### src/rtl/npu_job_ctrl.sv
// Matrix-job engine: loads A and B from shared memory, computes C = A x B on signed words, stores C, pulses acquire_npu.
// Build option NPU_SAT_EN: saturating accumulation instead of modulo-2^DW wrap.
module npu_job_ctrl #(
  parameter int DIM = 4,
  parameter int AW  = 10,
  parameter int DW  = 32
) (
  input  logic          clk,
  input  logic          rst,
  input  logic          en_npu,
  input  logic [AW-1:0] mat_a_addr,
  input  logic [AW-1:0] mat_b_addr,
  input  logic [AW-1:0] mat_c_addr,
  output logic          acquire_npu,
  output logic          busy,
  output logic          mem_req,
  output logic          mem_we,
  output logic [AW-1:0] mem_addr,
  output logic [DW-1:0] mem_wdata,
  input  logic          mem_gnt,
  input  logic [DW-1:0] mem_rdata
);

  localparam int NW = DIM * DIM;
  localparam int IW = $clog2(NW);
  localparam int KW = $clog2(DIM);

  typedef enum logic [2:0] {IDLE, LOAD_A, LOAD_B, COMPUTE, STORE, DONE} state_t;

  state_t        state_reg, state_next;
  logic          en_prev_reg;
  logic [AW-1:0] a_base_reg, b_base_reg, c_base_reg;
  logic [IW-1:0] idx_reg;
  logic          drain_reg;
  logic          rd_valid_reg;
  logic [IW-1:0] rd_idx_reg;
  logic [KW-1:0] r_reg, c_reg, k_reg;
  logic [DW-1:0] acc_reg;

  logic [DW-1:0] a_buf [NW];
  logic [DW-1:0] b_buf [NW];
  logic [DW-1:0] c_buf [NW];

  logic          start;
  logic          last_idx;
  logic          k_last;
  logic          compute_last;
  logic [DW-1:0] prod;
  logic [DW-1:0] acc_in;
  logic [DW-1:0] raw_sum;
  logic [DW-1:0] mac_sum;

  assign start        = (state_reg == IDLE) && en_npu && !en_prev_reg;
  assign last_idx     = (idx_reg == IW'(NW - 1));
  assign k_last       = &k_reg;
  assign compute_last = k_last && (&c_reg) && (&r_reg);

  // Low DW bits of a product are the same for signed and unsigned operands,
  // so a DW-wide multiply gives the truncated signed product directly.
  assign prod    = a_buf[{r_reg, k_reg}] * b_buf[{k_reg, c_reg}];
  assign acc_in  = (k_reg == '0) ? '0 : acc_reg;
  assign raw_sum = acc_in + prod;

`ifdef NPU_SAT_EN
  logic ovf;
  assign ovf     = (acc_in[DW-1] == prod[DW-1]) && (raw_sum[DW-1] != acc_in[DW-1]);
  assign mac_sum = !ovf ? raw_sum :
                   acc_in[DW-1] ? {1'b1, {(DW-1){1'b0}}} : {1'b0, {(DW-1){1'b1}}};
`else
  assign mac_sum = raw_sum;
`endif

  always_comb begin
    state_next  = state_reg;
    mem_req     = 1'b0;
    mem_we      = 1'b0;
    mem_addr    = '0;
    mem_wdata   = '0;
    acquire_npu = 1'b0;
    busy        = (state_reg != IDLE);
    case (state_reg)
      IDLE: begin
        if (start) state_next = LOAD_A;
      end
      LOAD_A: begin
        if (drain_reg) begin
          state_next = LOAD_B;
        end else begin
          mem_req  = 1'b1;
          mem_addr = a_base_reg + AW'(idx_reg);
        end
      end
      LOAD_B: begin
        if (drain_reg) begin
          state_next = COMPUTE;
        end else begin
          mem_req  = 1'b1;
          mem_addr = b_base_reg + AW'(idx_reg);
        end
      end
      COMPUTE: begin
        if (compute_last) state_next = STORE;
      end
      STORE: begin
        mem_req   = 1'b1;
        mem_we    = 1'b1;
        mem_addr  = c_base_reg + AW'(idx_reg);
        mem_wdata = c_buf[idx_reg];
        if (mem_gnt && last_idx) state_next = DONE;
      end
      DONE: begin
        acquire_npu = 1'b1;
        state_next  = IDLE;
      end
      default: state_next = IDLE;
    endcase
  end

  // Index counters are exact powers of two, so they wrap back to zero at the end of each phase.
  always_ff @(posedge clk) begin
    if (rst) begin
      state_reg    <= IDLE;
      en_prev_reg  <= 1'b1;
      a_base_reg   <= '0;
      b_base_reg   <= '0;
      c_base_reg   <= '0;
      idx_reg      <= '0;
      drain_reg    <= 1'b0;
      rd_valid_reg <= 1'b0;
      rd_idx_reg   <= '0;
      r_reg        <= '0;
      c_reg        <= '0;
      k_reg        <= '0;
      acc_reg      <= '0;
    end else begin
      state_reg    <= state_next;
      en_prev_reg  <= en_npu;
      rd_valid_reg <= 1'b0;
      if (start) begin
        a_base_reg <= mat_a_addr;
        b_base_reg <= mat_b_addr;
        c_base_reg <= mat_c_addr;
        idx_reg    <= '0;
        drain_reg  <= 1'b0;
        r_reg      <= '0;
        c_reg      <= '0;
        k_reg      <= '0;
      end
      case (state_reg)
        LOAD_A, LOAD_B: begin
          if (drain_reg) begin
            drain_reg <= 1'b0;
          end else if (mem_gnt) begin
            rd_valid_reg <= 1'b1;
            rd_idx_reg   <= idx_reg;
            idx_reg      <= idx_reg + 1'b1;
            drain_reg    <= last_idx;
          end
        end
        COMPUTE: begin
          acc_reg <= mac_sum;
          k_reg   <= k_reg + 1'b1;
          if (k_last) c_reg <= c_reg + 1'b1;
          if (k_last && (&c_reg)) r_reg <= r_reg + 1'b1;
        end
        STORE: begin
          if (mem_gnt) idx_reg <= idx_reg + 1'b1;
        end
        default: ;
      endcase
    end
  end

  // Read data arrives the cycle after its grant, still inside the same load state.
  always_ff @(posedge clk) begin
    if (rd_valid_reg) begin
      if (state_reg == LOAD_A) a_buf[rd_idx_reg] <= mem_rdata;
      else                     b_buf[rd_idx_reg] <= mem_rdata;
    end
    if ((state_reg == COMPUTE) && k_last) c_buf[{r_reg, c_reg}] <= mac_sum;
  end

endmodule
### config.mk
export PLATFORM = sky130hd
export DESIGN_NAME = npu_job_ctrl
export DESIGN_NICKNAME = d
export VERILOG_FILES = /design/src/rtl/npu_job_ctrl.sv
export SDC_FILE = /design/constraint.sdc
export NUM_CORES = 2
export LEC_CHECK = 0
export ABC_AREA = 1
export BUFFER_PORTS_ARGS = -buffer_cell sky130_fd_sc_hd__buf_2
export CAP_MARGIN = 20
export CORE_UTILIZATION = 50
export CTS_BUF_LIST = sky130_fd_sc_hd__clkbuf_16
export CTS_CLUSTER_SIZE = 10
export DETAILED_ROUTE_END_ITERATION = 6
export PLACE_DENSITY = 0.66
export SLEW_MARGIN = 10
export SYNTH_ARGS = -nofsm -noshare
export SYNTH_HDL_FRONTEND = slang
export SYNTH_SLANG_ARGS = --single-unit
### constraint.sdc
create_clock -name clk -period 11.16 [get_ports clk]
set_clock_uncertainty 0.2 [all_clocks]
set_input_delay 1.116 -clock clk [delete_from_list [all_inputs] [get_ports clk]]
set_output_delay 1.116 -clock clk [all_outputs]
set_load 0.03 [all_outputs]
Yosys cells after proc, flatten, opt, wreduce, memory -nomap -nowiden
Memories as Yosys holds them, arrays and structs flattened. A register that Yosys moved wholly into a read port is not among the register bits.
Index checks and enable logic that the tools add are counted.
- bitwise logic cells: 2
- multipliers: 1
- reduce and logical (&&, ||, !) cells: 18
- muxes and demuxes: 41
- add/subtract/negate cells: 8
- equal/unequal tests: 11
- operators by type and width (kind ; count):
    $mux 32 ; 2
    $add 32x32->32 ; 1
    $mul 32x32->32 ; 1
    $add 10x4->10 ; 3
    $pmux 10 s3 ; 1
    $mux 10 ; 2
    $mux 1 ; 16
    $mux 2 ; 8
    $mux 4 ; 4
    $mux 3 ; 5
    $pmux 3 s5 ; 1
    $ne 2x2->1 const B ; 5
    $pmux 4 s2 ; 1
    $add 2x1->2 const B ; 3
    $eq 3x2->1 const B ; 2
    $eq 3x3->1 const B ; 2
    $logic_and 1x1->1 ; 6
    $reduce_and 2->1 ; 3
    $reduce_and 5->1 ; 1
    $add 4x1->4 const B ; 1
    $eq 4x4->1 const B ; 1
    $eq 3x1->1 const B ; 1
    $logic_not 3->1 ; 1
    $reduce_and 3->1 ; 1
    8 further kinds ; 9
- bits in registers: 82
- output and inout bits: 46
- RAM bits: 1536
- memories kept: 3
- input port bits: 66
- logic and storage cells: 97
- memories (memory ; depth ; width ; rd ports ; clocked after Yosys merged registers in ; wr ports ; RTL line ; source):
    a_buf ; 16 ; 32 ; 1 ; 0 ; 1 ; 40 ; logic [DW-1:0] a_buf [NW];
    b_buf ; 16 ; 32 ; 1 ; 0 ; 1 ; 41 ; logic [DW-1:0] b_buf [NW];
    c_buf ; 16 ; 32 ; 1 ; 1 ; 1 ; 42 ; logic [DW-1:0] c_buf [NW];

Longest topological paths before layout
- depth in word-level cells: 8
- gate-level depth with buffers: 44
- gate-level depth less buffers: 40

Worst setup path before layout
Ideal clock, no wire load.
- path kind: reg2reg
- start: register c_reg[1]
- end: memory c_buf[0][30] (data pin)
- path slack: 2.703 ns
- data required time: 10.666 ns
- period minus slack after synthesis: 8.457 ns
- buffers on the path: 5
- arrival time: 7.963 ns
- stages on the path, launching flop included: 38
- library setup time: 0.294 ns
- path through: dfxtp_1 buf_4 inv_2 buf_4 buf_2 nor2_1 o21ai_0 nand3_1 nand3_1 nand2_1 clkbuf_1 clkbuf_1 nand2_1 inv_1 fa_1 fa_1 fa_1 inv_1 [2 not listed] fa_1 fa_1 fa_1 inv_1 fa_1 inv_1 ha_1 nand2_1 inv_1 a21oi_1 nor2_1 a2111oi_0 nand3_1 a21boi_0 o21bai_1 nand2_1 nand2_1 xor2_1
- word-level cells in the longest chain between the ends: 3
- RTL lines (element ; RTL line ; source):
    start: declaration ; 37 ; logic [KW-1:0] r_reg, c_reg, k_reg;
    start signal: assignment ; 163 ; if (k_last) c_reg <= c_reg + 1'b1;
    $mem_v2 16x32 ; -- ;
    $mul 32x32->32 ; 60 ; assign prod = a_buf[{r_reg, k_reg}] * b_buf[{k_reg, c_reg}];
    $add 32x32->32 ; 62 ; assign raw_sum = acc_in + prod;
    named net mac_sum[30] ; 51 ; logic [DW-1:0] mac_sum;
    end: declaration ; 42 ;
The timed path passes the listed nets, and every way through them passes these cells.

Worst setup path after layout
- start: register c_reg[0]
- end: memory c_buf[10][31] (data pin)
Same word-level chain as after synthesis.

==> key figures <==
Setup path
  – Crit path DAT: 10,860 ps
  – WP buf/inv: 9
  – Cell mode on critical path: fa_1
  – CP Capture Type: flop
  – Critical Path Start: c_reg[0]
  – Worst Path Required: 11,500 ps
  – Slowest stage cell, crit path: nand2_1
  – Critical Path Source Type: flop
  – Crit path max fanout: approximately 120
  – CP top delay family: adder cells
  – Reg2Reg Launch Point: c_reg[0]
  – Kind of critical path: flop to flop
  – Largest stage delay, worst path: 800 ps

Place
  – Port Buffers: roughly 110
  – Placed cell areas: 0.08621 mm^2
  – DP Wirelength: between 100 and 150 mm
  – GPL Wtd Cong: slightly above 0.9

Finish
  – Leading cell type in the layout, fill and taps excluded: edfxtp_1
  – Most frequent cells in the layout: edfxtp_1 (1,536), nand2_1 (1,451), inv_1 (1,238), nor2_1 (797), o21ai_0 (531)
  – Final Net Count: roughly 8.5k
  – Area Growth Syn to Fin: 10.30%
  – Layout cell share with drive strength beyond 1: around 7.5%
  – Biggest regs: a_buf x512, b_buf x512, c_buf x512
  – Fin area: about 0.092 mm^2

Timing
  – Unrepaired setup endpoints after global routing: false
  – Peak Freq: about 0.095 GHz
  – Worst slew pin tran: approximately 1200 ps
  – Final Max Tran Viols: 0
  – Setup TNS: 0 ps
  – Final Hold Viols: 0
  – Period minus WS final: roughly 11,000 ps
  – Slew headroom: 19.21%
  – WHS: about 260 ps
  – Fin crit share: a little over nine tenths
  – Final setup fails: 0

Floorplanning
  – Core ar.: between 0.15 and 0.2 mm^2
  – Top Ports: around 110
  – Starting Density: around half
  – Chip Width: 409.6 um
  – Vert. Die Dim: approximately 410 um
  – # rows: about 150
  – Full die area: 0.1678 mm^2

GRT
  – GR Util met2: 43.96%
  – Largest net degree at the start of global routing: between 150 and 200
  – GR Layer Usage met3: 3.901%
  – GRT Total Usage: 26.48%
  – Antenna violations before repair: 5
  – First-pass GRT wire length: roughly 340 mm
  – Met1 GRT Util: about 36%
  – Vias in the first global route: 55.31k
  – Top Usage Layer GRT: met2
  – Global route overflow: 0

CTS
  – Longest Clk Path Bufs: 3
  – CTS tree: yes
  – Clk slew on worst S/H paths: 50 ps
  – Post-CTS setup buffer count: 0
  – # hold bufs at CTS: 0
  – Resize count post-CTS: 0
  – Root Driver: clkbuf_16
  – Worst-Skew Late Latency: between 800 and 900 ps
  – Clock buffer count from CTS: between 150 and 200
  – H-tree levels: 4
  – CTS sink cnt: roughly 1.6k

Synthesis
  – Area leader, netlist: edfxtp_1
  – Seq cells post-synth: 1,618
  – Avg Cell Area, Syn: ~11 um^2
  – Synth Warn #: 0
  – Gate Count Post-Synth: a little under 8k
  – Post-synthesis sequential area ratio: between 50% and 60%
  – Area contributors post-synth: edfxtp_1 (56%), fa_1 (11%), nand2_1 (6.6%)
  – Synth top area share: roughly 56%
  – Post-Syn Area: a little over 0.08 mm^2
  – Netlist cell types: 40
  – Mapped Nets: 8,463

Route
  – Initial DRC count: between 5k and 6k
  – Vias: approximately 57k
  – First-pass DRT Iterations: 7
  – Routed len/inst: 22.03 um
  – Vias per std cell: ~5.6
  – Total wire length: 223.3 mm
  – DRC: 28
  – Post-route ant nets: 0

Status
  – Status: complete, but fails checks
  – Failing checks: DRC

Job
  – Max-Cap Viols: 0

Min path
  – Hold Crit Start: acc_reg[0]
  – HP Class: flop to flop
## area by class of cell
cell class,count,area [um^2]
antenna,2,5.005
clock buffer,185,4629
clock inverter,88,740.7
fill,13720,73360
inverter,1204,4546
multi-input combinational,4558,29100
sequential,1618,47800
tap,2189,2739
timing repair buffer,290,2072
## path summary, 6_finish.rpt
check                           slack (ps)  cells past startpoint       endpoint
worst max-delay path                   640                     34  c_buf[10][31]
worst min-delay path                   260                      2     acc_reg[0]
worst max register to register         640                     34  c_buf[10][31]
worst min register to register         260                      2     acc_reg[0]
## per-layer routing
layer  wire length [um]  part of all wire, %
met5                 17               0.0076
met4               6607                  3.0
met1              90280                   40
met2             107700                   48
met3              18690                  8.4
## kinds of logic after synthesis
| kind of cell | share of synthesized area (%) |
|---|---|
| XOR/XNOR | 0.4639 |
| flip-flops | 57.50 |
| buffers and inverters | 7.892 |
| AND/OR/NAND/NOR | 13.66 |
| AO/OA/AOI/OAI | 7.652 |
| adder cells (fa/ha/maj) | 12.84 |
## tightest hold or removal path, stage by stage (launching register included)
cell,delay [ps]
dfxtp_1,290
inv_1,60
a21oi_1,60
## synth_stat cells, drive strengths merged
| cell type | instances |
|---|---|
| o221ai | 103 |
| nand3b | 5 |
| a31oi | 4 |
| a2111o | 1 |
| fa | 441 |
| o22ai | 45 |
| nor2 | 836 |
| or2 | 2 |
| o21bai | 3 |
| nor3 | 20 |
| o311ai | 2 |
| o21a | 3 |
| xor2 | 26 |
| o211ai | 147 |
| clkinv | 7 |
| a22oi | 2 |
| edfxtp | 1536 |
| clkbuf | 215 |
| nor4 | 3 |
| nand3 | 499 |
| ha | 147 |
| a211oi | 5 |
| inv | 1197 |
| buf | 214 |
| a21boi | 2 |
| xnor2 | 18 |
| a2111oi | 1 |
| o31ai | 1 |
| nand2 | 1466 |
| o21ai | 632 |
| dfxtp | 82 |
| a21oi | 144 |
## stage by stage
step           setup slack [ps]  utilization [%]  instances
6_report                  643.4            55.54      10130
5_1_grt                   191.8            55.54      10130
4_1_cts                   796.4            55.50      10130
3_5_place_dp              840.4            52.25       9855
3_3_place_gp              915.0            52.22       9853
2_1_floorplan              2703                -       7809
Power is left out: the tool's default activity adds up to more than one toggle a clock period on the data nets, which glitch-free logic cannot reach.
